`config.mk`:
```
export PLATFORM = sky130hd
export DESIGN_NAME = pwm_duty_meter
export DESIGN_NICKNAME = d
export VERILOG_FILES = /design/src/rtl/pwm_pkg.sv /design/src/rtl/pwm_duty_div.sv /design/src/rtl/pwm_duty_meter.sv
export SDC_FILE = /design/constraint.sdc
export NUM_CORES = 1
export LEC_CHECK = 0
export CORE_MARGIN = 2
export CORE_UTILIZATION = 40
export DETAILED_ROUTE_END_ITERATION = 8
export HOLD_SLACK_MARGIN = 0.1
export REMOVE_ABC_BUFFERS = 1
export SYNTH_ARGS = -nofsm -noshare
export SYNTH_HDL_FRONTEND = slang
export SYNTH_SLANG_ARGS = --single-unit
```
`constraint.sdc`:
```
create_clock -name clk -period 8 [get_ports clk]
set_input_delay 1.2 -clock clk [delete_from_list [all_inputs] [get_ports clk]]
set_output_delay 1.2 -clock clk [all_outputs]
set_load 0.05 [all_outputs]
```
`src/rtl/pwm_pkg.sv`:
```
`default_nettype none
// +--------------------------------------------------------------------+
// | pwm_pkg : shared widths, FSM encoding and duty rounding reference  |
// | Rev 1.0                                                            |
// +--------------------------------------------------------------------+
package pwm_pkg;

  localparam int DUTY_W         = 4;
  localparam int DUTY_STEPS_DEF = 10;
  localparam int CNT_W_DEF      = 16;

  typedef enum logic [1:0] {
    IDLE = 2'd0,
    CALC = 2'd1,
    DONE = 2'd2
  } meter_state_e;

  function automatic logic [DUTY_W-1:0] duty_round_ref(input int unsigned hi,
                                                       input int unsigned per);
    int unsigned q;
    if (per == 0) return '0;
    q = (int'(DUTY_STEPS_DEF) * hi + per / 2) / per;
    if (q > int'(DUTY_STEPS_DEF)) q = DUTY_STEPS_DEF;
    return q[DUTY_W-1:0];
  endfunction

endpackage
`default_nettype wire

```
`src/rtl/pwm_duty_div.sv`:
```
`default_nettype none
// +--------------------------------------------------------------------+
// | pwm_duty_div : rounding divider, q = min(STEPS, (STEPS*hi+per/2)/per)|
// | Rev 1.0                                                            |
// +--------------------------------------------------------------------+
module pwm_duty_div
  import pwm_pkg::*;
#(
  parameter int CNT_W      = CNT_W_DEF,
  parameter int DUTY_STEPS = DUTY_STEPS_DEF
) (
  input  logic              clk,
  input  logic              rst_n,
  input  logic              start_i,
  input  logic [CNT_W-1:0]  hi_i,
  input  logic [CNT_W-1:0]  per_i,
  output logic              busy_o,
  output logic              done_o,
  output logic [DUTY_W-1:0] q_o
);

  localparam int                ACC_W   = CNT_W + 4;
  localparam logic [DUTY_W-1:0] STEPS_C = DUTY_W'(DUTY_STEPS);
  localparam logic [ACC_W-1:0]  MULT_C  = ACC_W'(DUTY_STEPS);

  logic              busy_q, busy_d;
  logic [ACC_W-1:0]  acc_q, acc_d;
  logic [CNT_W-1:0]  per_q, per_d;
  logic [DUTY_W-1:0] q_q, q_d;
  logic              stop;

  // The quotient cap doubles as the clamp, so the loop never exceeds STEPS iterations.
  assign stop = (acc_q < ACC_W'(per_q)) || (q_q == STEPS_C);

  always_comb begin
    busy_d = busy_q;
    acc_d  = acc_q;
    per_d  = per_q;
    q_d    = q_q;
    if (!busy_q) begin
      if (start_i) begin
        busy_d = 1'b1;
        acc_d  = ACC_W'(hi_i) * MULT_C + ACC_W'(per_i >> 1);
        per_d  = per_i;
        q_d    = '0;
      end
    end else if (stop) begin
      busy_d = 1'b0;
    end else begin
      acc_d = acc_q - ACC_W'(per_q);
      q_d   = q_q + 1'b1;
    end
  end

  always_ff @(posedge clk) begin
    if (!rst_n) begin
      busy_q <= 1'b0;
      acc_q  <= '0;
      per_q  <= '0;
      q_q    <= '0;
    end else begin
      busy_q <= busy_d;
      acc_q  <= acc_d;
      per_q  <= per_d;
      q_q    <= q_d;
    end
  end

  assign busy_o = busy_q;
  assign done_o = busy_q & stop;
  assign q_o    = q_q;

endmodule
`default_nettype wire

```
`src/rtl/pwm_duty_meter.sv`:
```
`default_nettype none
// +--------------------------------------------------------------------+
// | pwm_duty_meter : measures PWM high time/period, rounds to duty step |
// | Rev 1.0                                                            |
// +--------------------------------------------------------------------+
module pwm_duty_meter
  import pwm_pkg::*;
#(
  parameter int CNT_W      = CNT_W_DEF,
  parameter int TIMEOUT    = 1000,
  parameter int DUTY_STEPS = DUTY_STEPS_DEF
) (
  input  logic              clk,
  input  logic              rst_n,
  input  logic              pwm_in,
  output logic              meas_valid,
  output logic [CNT_W-1:0]  high_cnt,
  output logic [CNT_W-1:0]  period_cnt,
  output logic [DUTY_W-1:0] duty_step,
  output logic              stuck,
  output logic              stuck_level,
  output logic              busy
);

  localparam logic [CNT_W-1:0]  TIMEOUT_C = CNT_W'(TIMEOUT);
  localparam logic [DUTY_W-1:0] STEPS_C   = DUTY_W'(DUTY_STEPS);

  logic              sync1_q, sync2_q, sync_prev_q;
  logic              rise, capture, tout_take;
  logic [CNT_W-1:0]  per_q, per_d, hi_q, hi_d;
  logic [CNT_W-1:0]  cap_hi_q, cap_per_q;
  logic              armed_q, armed_d;
  meter_state_e      state_q, state_d;
  logic              div_busy, div_done;
  logic [DUTY_W-1:0] div_q;

  logic              meas_valid_q, meas_valid_d;
  logic [CNT_W-1:0]  high_cnt_q, high_cnt_d;
  logic [CNT_W-1:0]  period_cnt_q, period_cnt_d;
  logic [DUTY_W-1:0] duty_q, duty_d;
  logic              stuck_q, stuck_d;
  logic              stuck_level_q, stuck_level_d;

  always_ff @(posedge clk) begin
    if (!rst_n) begin
      sync1_q     <= 1'b0;
      sync2_q     <= 1'b0;
      sync_prev_q <= 1'b0;
    end else begin
      sync1_q     <= pwm_in;
      sync2_q     <= sync1_q;
      sync_prev_q <= sync2_q;
    end
  end

  assign rise    = sync2_q & ~sync_prev_q;
  assign capture = rise & armed_q & (state_q == IDLE);
  // A saturated period counter keeps the timeout pending while CALC/DONE finish.
  assign tout_take = (per_q == TIMEOUT_C) & ~stuck_q & ~rise & (state_q == IDLE);

  always_comb begin
    per_d   = per_q;
    hi_d    = hi_q;
    armed_d = armed_q;
    if (rise) begin
      per_d   = CNT_W'(1);
      hi_d    = CNT_W'(1);
      armed_d = 1'b1;
    end else begin
      if (per_q < TIMEOUT_C) per_d = per_q + 1'b1;
      if (sync2_q && (hi_q < TIMEOUT_C)) hi_d = hi_q + 1'b1;
      if (tout_take) armed_d = 1'b0;
    end
  end

  always_ff @(posedge clk) begin
    if (!rst_n) begin
      per_q     <= '0;
      hi_q      <= '0;
      armed_q   <= 1'b0;
      cap_hi_q  <= '0;
      cap_per_q <= '0;
    end else begin
      per_q   <= per_d;
      hi_q    <= hi_d;
      armed_q <= armed_d;
      if (capture) begin
        cap_hi_q  <= hi_q;
        cap_per_q <= per_q;
      end
    end
  end

  pwm_duty_div #(
    .CNT_W      (CNT_W),
    .DUTY_STEPS (DUTY_STEPS)
  ) u_div (
    .clk     (clk),
    .rst_n   (rst_n),
    .start_i (capture),
    .hi_i    (hi_q),
    .per_i   (per_q),
    .busy_o  (div_busy),
    .done_o  (div_done),
    .q_o     (div_q)
  );

  always_ff @(posedge clk) begin
    if (!rst_n) state_q <= IDLE;
    else        state_q <= state_d;
  end

  always_comb begin
    state_d = state_q;
    case (state_q)
      IDLE:    if (capture)  state_d = CALC;
      CALC:    if (div_done) state_d = DONE;
      DONE:    state_d = IDLE;
      default: state_d = IDLE;
    endcase
  end

  // Result registers load on the edge entering DONE, so they present during DONE.
  always_comb begin
    meas_valid_d  = 1'b0;
    high_cnt_d    = high_cnt_q;
    period_cnt_d  = period_cnt_q;
    duty_d        = duty_q;
    stuck_d       = stuck_q;
    stuck_level_d = stuck_level_q;
    if (rise) stuck_d = 1'b0;
    if ((state_q == CALC) && div_done) begin
      meas_valid_d = 1'b1;
      high_cnt_d   = cap_hi_q;
      period_cnt_d = cap_per_q;
      duty_d       = div_q;
      stuck_d      = 1'b0;
    end
    if (tout_take) begin
      meas_valid_d  = 1'b1;
      high_cnt_d    = '0;
      period_cnt_d  = '0;
      duty_d        = sync2_q ? STEPS_C : '0;
      stuck_d       = 1'b1;
      stuck_level_d = sync2_q;
    end
  end

  always_ff @(posedge clk) begin
    if (!rst_n) begin
      meas_valid_q  <= 1'b0;
      high_cnt_q    <= '0;
      period_cnt_q  <= '0;
      duty_q        <= '0;
      stuck_q       <= 1'b0;
      stuck_level_q <= 1'b0;
    end else begin
      meas_valid_q  <= meas_valid_d;
      high_cnt_q    <= high_cnt_d;
      period_cnt_q  <= period_cnt_d;
      duty_q        <= duty_d;
      stuck_q       <= stuck_d;
      stuck_level_q <= stuck_level_d;
    end
  end

  assign meas_valid  = meas_valid_q;
  assign high_cnt    = high_cnt_q;
  assign period_cnt  = period_cnt_q;
  assign duty_step   = duty_q;
  assign stuck       = stuck_q;
  assign stuck_level = stuck_level_q;
  assign busy        = div_busy;

endmodule
`default_nettype wire

```
* Word-level counts from Yosys, hierarchy flattened
Index checks and enable logic that the tools add are counted.
Widths: inputs -> output; s select.
** Cells by class
- Mux-type cells :: 26
- Add/subtract/negate cells :: 5
- Equal/unequal tests :: 6
- $mul :: 1
- Order comparisons :: 3
- Bitwise logic cells :: 12
- Reduce and logical (&&, ||, !) cells :: 15
** Operators with widths (count)
- $mux 20 :: 3
- $add 16x1->16 const B :: 2
- $lt 16x10->1 const B :: 2
- $mux 4 :: 6
- $add 20x15->20 :: 1
- $lt 20x16->1 :: 1
- $sub 20x16->20 :: 1
- $mul 16x3->19 const B :: 1
- $eq 16x10->1 const B :: 1
- $mux 1 :: 14
- $reduce_bool 2->1 :: 5
- $and 1x1->1 :: 7
- $ne 2x2->1 const B :: 3
- $reduce_and 2->1 :: 3
- $not 1->1 :: 5
- $add 4x1->4 const B :: 1
- $eq 4x4->1 const B :: 1
- $mux 2 :: 2
- $pmux 2 s2 :: 1
- $reduce_or 2->1 :: 2
- $reduce_bool 3->1 :: 1
- $eq 2x1->1 const B :: 1
- $logic_and 1x1->1 :: 2
- $logic_not 2->1 :: 1
- $logic_or 1x1->1 :: 1
** Storage, ports and cells
- Register bits :: 150
- Word-level logic and storage cells :: 89
- Bits of input ports :: 3

* Longest topological paths before layout
- Depth after elaboration :: 7
- Gate-level depth with buffers :: 18

* By module
Synthesis repeated with hierarchy kept, for this count alone.
** Second synthesis, totals
- Cell total of the unflattened synthesis :: 998
- Area, all modules :: 8279.2 um^2
** By module, submodules not included
- pwm_duty_meter :: area each 4219.0 um^2, instances 1, cells an instance 473
- pwm_duty_div :: area each 4060.1 um^2, instances 1, cells an instance 525

* Least setup slack after synthesis
OpenSTA, ideal clock, no wires.
- Kind :: register -> register
- Start point :: reg hi_q[3]
- End point :: reg u_div.acc_q[17]
- Required time :: 7921 ps
- Arrival time :: 3517 ps
- Stages on the path, launching flop included :: 18
- Setup slack :: 4404 ps
- Path buffers :: 0
- Cells stage by stage :: dfxtp_1 ha_1 ha_1 inv_1 fa_1 nor2b_1 o31a_1 o21a_1 nor2_1 xnor2_1 ha_1 a21oi_1 and2_1 o21a_1 a21bo_2 o31a_1 a311o_1 o211ai_1
** Between the ends
- Longest elaborated chain between the ends :: 4
** Ends and longest elaborated chain
- from (decl) :: RTL line pwm_duty_meter.sv:30 : logic [CNT_W-1:0] per_q, per_d, hi_q, hi_d;
- from (signal assigned) :: RTL line pwm_duty_meter.sv:85 : hi_q <= hi_d;
- $mul 16x3->19 :: RTL line pwm_duty_div.sv:43 : acc_d = ACC_W'(hi_i) * MULT_C + ACC_W'(per_i >> 1);
- $add 20x15->20 :: RTL line pwm_duty_div.sv:43
- $mux 20 :: RTL line pwm_duty_div.sv:41 : if (start_i) begin
- $mux 20 :: RTL line pwm_duty_div.sv:40 : if (!busy_q) begin
- to (signal assigned) :: RTL line pwm_duty_div.sv:58 : acc_q <= '0;
- to (signal assigned) :: RTL line pwm_duty_div.sv:63 : acc_q <= acc_d;
- to (decl) :: RTL line pwm_duty_div.sv:27 : logic [ACC_W-1:0] acc_q, acc_d;
No other way between the ends. The select of a mux whose other input is x is not followed.
A chain may end at the register's enable or synchronous reset.

* Worst setup path after layout
- Start point :: reg hi_q[3]
- End point :: reg u_div.acc_q[19]
Same word-level chain as after synthesis.

==> impl_results.md <==
* Clk_lat worst skew at 0.43 ns
* Placed cell areas at 8860 um^2
* Number of max-slew violations in the final report at 0
* Avg Inst Size Synth at 8.36 um^2
* Top post-synthesis cells by area: dfxtp_1, ha_1, nand2_1, a21boi_0, a21oi_1
* CP required at 8.29 ns
* Residual DRC at 0
* Layout cells sized above 1 at 0.0898
* Longest Clk Path Bufs at 2
* Setup crit end: u_div.acc_q[19]
* Commonest register cell after synthesis: dfxtp_1
* Final Hold Viols at 0
* Gpl congestion at 0.830
* Layout Nets at 1083
* Cell Area, Synth at 8260 um^2
* CTS resizes at 0
* Worst hold path type: reg -> reg
* Post-CTS setup buffers at 0
* CTS tree: built
* Synth top cells by count: nand2_1, dfxtp_1, ha_1
* #FFs+latches synth at 150
* Largest stage delay, worst path at 0.40 ns
* Clk_skew at 0.0127 ns
* Critical path type: reg -> reg
* Initial DRC Count at 307
* Crit path setup slack, layout at 4.00 ns
* Status: finished, final reports clean
* Gr ovfl total at 0
* CTS H-tree lvls at 4
* Crit path max fanout at 8
* Synth-to-layout area growth at 14.2%
* Drt total wl at 18800 um
* Vias per cell at 5.19
* CP endpoint kind: register
* FF-to-FF path depth at 17
* RR Endpoint: u_div.acc_q[19]
* Final Cell Area at 9430 um^2
* Post-synth EDFFs at 0
* Synth Instances at 988
* Least-Margin Pin Slew at 0.907 ns
* Power density over cell area at 174 nW/um^2
* RSZ-0062 raised after global routing: no
* FF-to-FF Start: hi_q[3]
* Synth unique cells at 70
* GRT Resource Usage Total at 0.180
* Tmin final at 4.00 ns
* Element type at the critical path start: register
* Pin count of the biggest net entering global routing at 56
* Max-cap violations at 0
* Register area at 3000 um^2
* DIE HEIGHT at 148 um
* Per-cell routed wire length at 14.5 um
* Final setup viols at 0
* # hold bufs at CTS at 0
* DRT antenna net count at 0
* Post-synth top area share at 0.364
* N_diodes at 0
* HPWL after DPL at 12900 um
* Layout filler cell count at 2024
* Most common cell in the synthesized netlist: nand2_1
* Vias in the first global route at 6536
* PortBufs at 42
* Setup slack, reg-to-reg at 4.00 ns
* Place WS at 4.06 ns
* CORE AREA at 20200 um^2
* Total die area at 21800 um^2
* Clock-pin slew on the worst setup and hold paths at 0.06 ns
* Period utilization at 0.500
* Worst path cell trace: ha_1 -> ha_1 -> inv_1 -> fa_1 -> nor2b_1 -> o31a_1 -> o21a_1 -> nor2_1 -> xnor2_1 -> ha_1 -> a21oi_1 -> and2_1 -> o21a_1 -> a21bo_2 -> o31a_1 -> a311oi_1 -> o32ai_1
* 1st-pass router iterations at 4
* Synthesis warning total at 0
* Sequential share of the synthesized area at 0.364
* Detailed-route via count at 6722
* Multi-input gate area at 4910 um^2
* Async SR Flop Fraction at 0
* Row count at 52
* TNS Setup at 0 ns
* Starting Density at 0.408
* Clock root cell: clkbuf_16
* Maximum VDD drop at 113 uV
* Die X-Extent at 148 um
* CP max stage cell: fa_1
* Clock sink count at 150
* First-pass GRT wire length at 32000 um
* Critical Path Start: hi_q[3]
* Critical Path AT at 4.29 ns
* CTS Buf Count at 17
* Max Clk Rate at 250 MHz
* Critical Path Most Common Cell: ha_1
* Top Ports at 43
* Leak Pwr at 0.00378 uW
* Synth area leader: dfxtp_1
* Headroom to the max-slew limit at 0.395
* Initial antenna violation count at 0
sequential cells by signal, summed over array words and instances (netlist names), 2 cells and up:
register and flops:
cap_per_q 16, hi_q 16, period_cnt 16, u_div.q_o 4, state_q 2, high_cnt 16
u_div.acc_q 20, cap_hi_q 16, u_div.per_q 16, per_q 16, duty_step 4
kinds of logic after synthesis:
kind of cell	after synthesis	synth area share
and+or+nand+nor	398	0.223
DFF	150	0.364
AOI/OAI and AO/OA	247	0.215
buffers and inverters	78	0.0418
xor gates and xnor gates	43	0.0456
adders and majority gates	67	0.104
muxes	5	0.00606
metal layers:
layer  track usage  part of all wire  vias up
met3        0.0343             0.026       21
met4        0.0524             0.013        0
li1              -                 -     3495
met2         0.297              0.46       71
met5             0                 0        -
met1         0.241              0.50     3135
report_power, final:
part / total (uW) / internal [uW] / switching (uW)
Clock: 790 / 480 / 310
Sequential: 758 / 752 / 5.54
Combinational: 95.5 / 38.5 / 57.0
worst max-delay path: cells and delay by family (launching register included):
family	cells	cell delay, ns
AO/OA/AOI/OAI	8	1.68
adder cells (fa/ha/maj)	4	1.24
flip-flops	1	0.39
AND/OR/NAND/NOR	3	0.37
XOR/XNOR	1	0.13
buffers and inverters	1	0.06
worst min-delay path by stage:
stage                     cells after the start         start  slack [ns]      endpoint
after floorplan                               1       sync1_q        0.41       sync2_q
after global placement                        1       sync1_q        0.44       sync2_q
after detailed placement                      1       sync1_q        0.43       sync2_q
after CTS                                     2  cap_hi_q[13]        0.45  high_cnt[13]
after global routing                          2   cap_hi_q[6]        0.46   high_cnt[6]
final                                         2  cap_hi_q[13]        0.45  high_cnt[13]
cells in the final DEF (no fill, tap or decap), types with 20 or more instances in the layout:
master,n
xor2_1,23
a21oi_1,45
a21boi_0,55
nand2_1,203
o21ai_0,27
a21oi_2,20
ha_1,64
nand3_1,27
inv_1,34
nand2_2,20
xnor2_1,20
nor2_1,52
clkdlybuf4s50_1,41
dfxtp_1,150
metrics by stage:
| step | hold WS [ns] | power [uW] | std cells | utilization |
|---|---|---|---|---|
| after CTS | 0.446 | 1660 | 1295 | 0.466 |
| after global placement | 0.439 | 868 | 1264 | 0.438 |
| after floorplan | 0.412 | 841 | 944 | - |
| after global routing | 0.459 | 1710 | 1295 | 0.466 |
| after detailed placement | 0.434 | 869 | 1264 | 0.438 |
| final | 0.445 | 1640 | 1295 | 0.466 |
layout make-up:
| type | instances | share of cell area |
|---|---|---|
| multi-input cells | 760 | 0.521 |
| flip-flops and latches | 150 | 0.318 |
| repair buffers | 50 | 0.0504 |
| clock buffers | 22 | 0.0503 |
| well taps | 270 | 0.0358 |
| inverters | 34 | 0.0135 |
| clock inverters | 9 | 0.0107 |
Power figures use the tool's default switching activity.
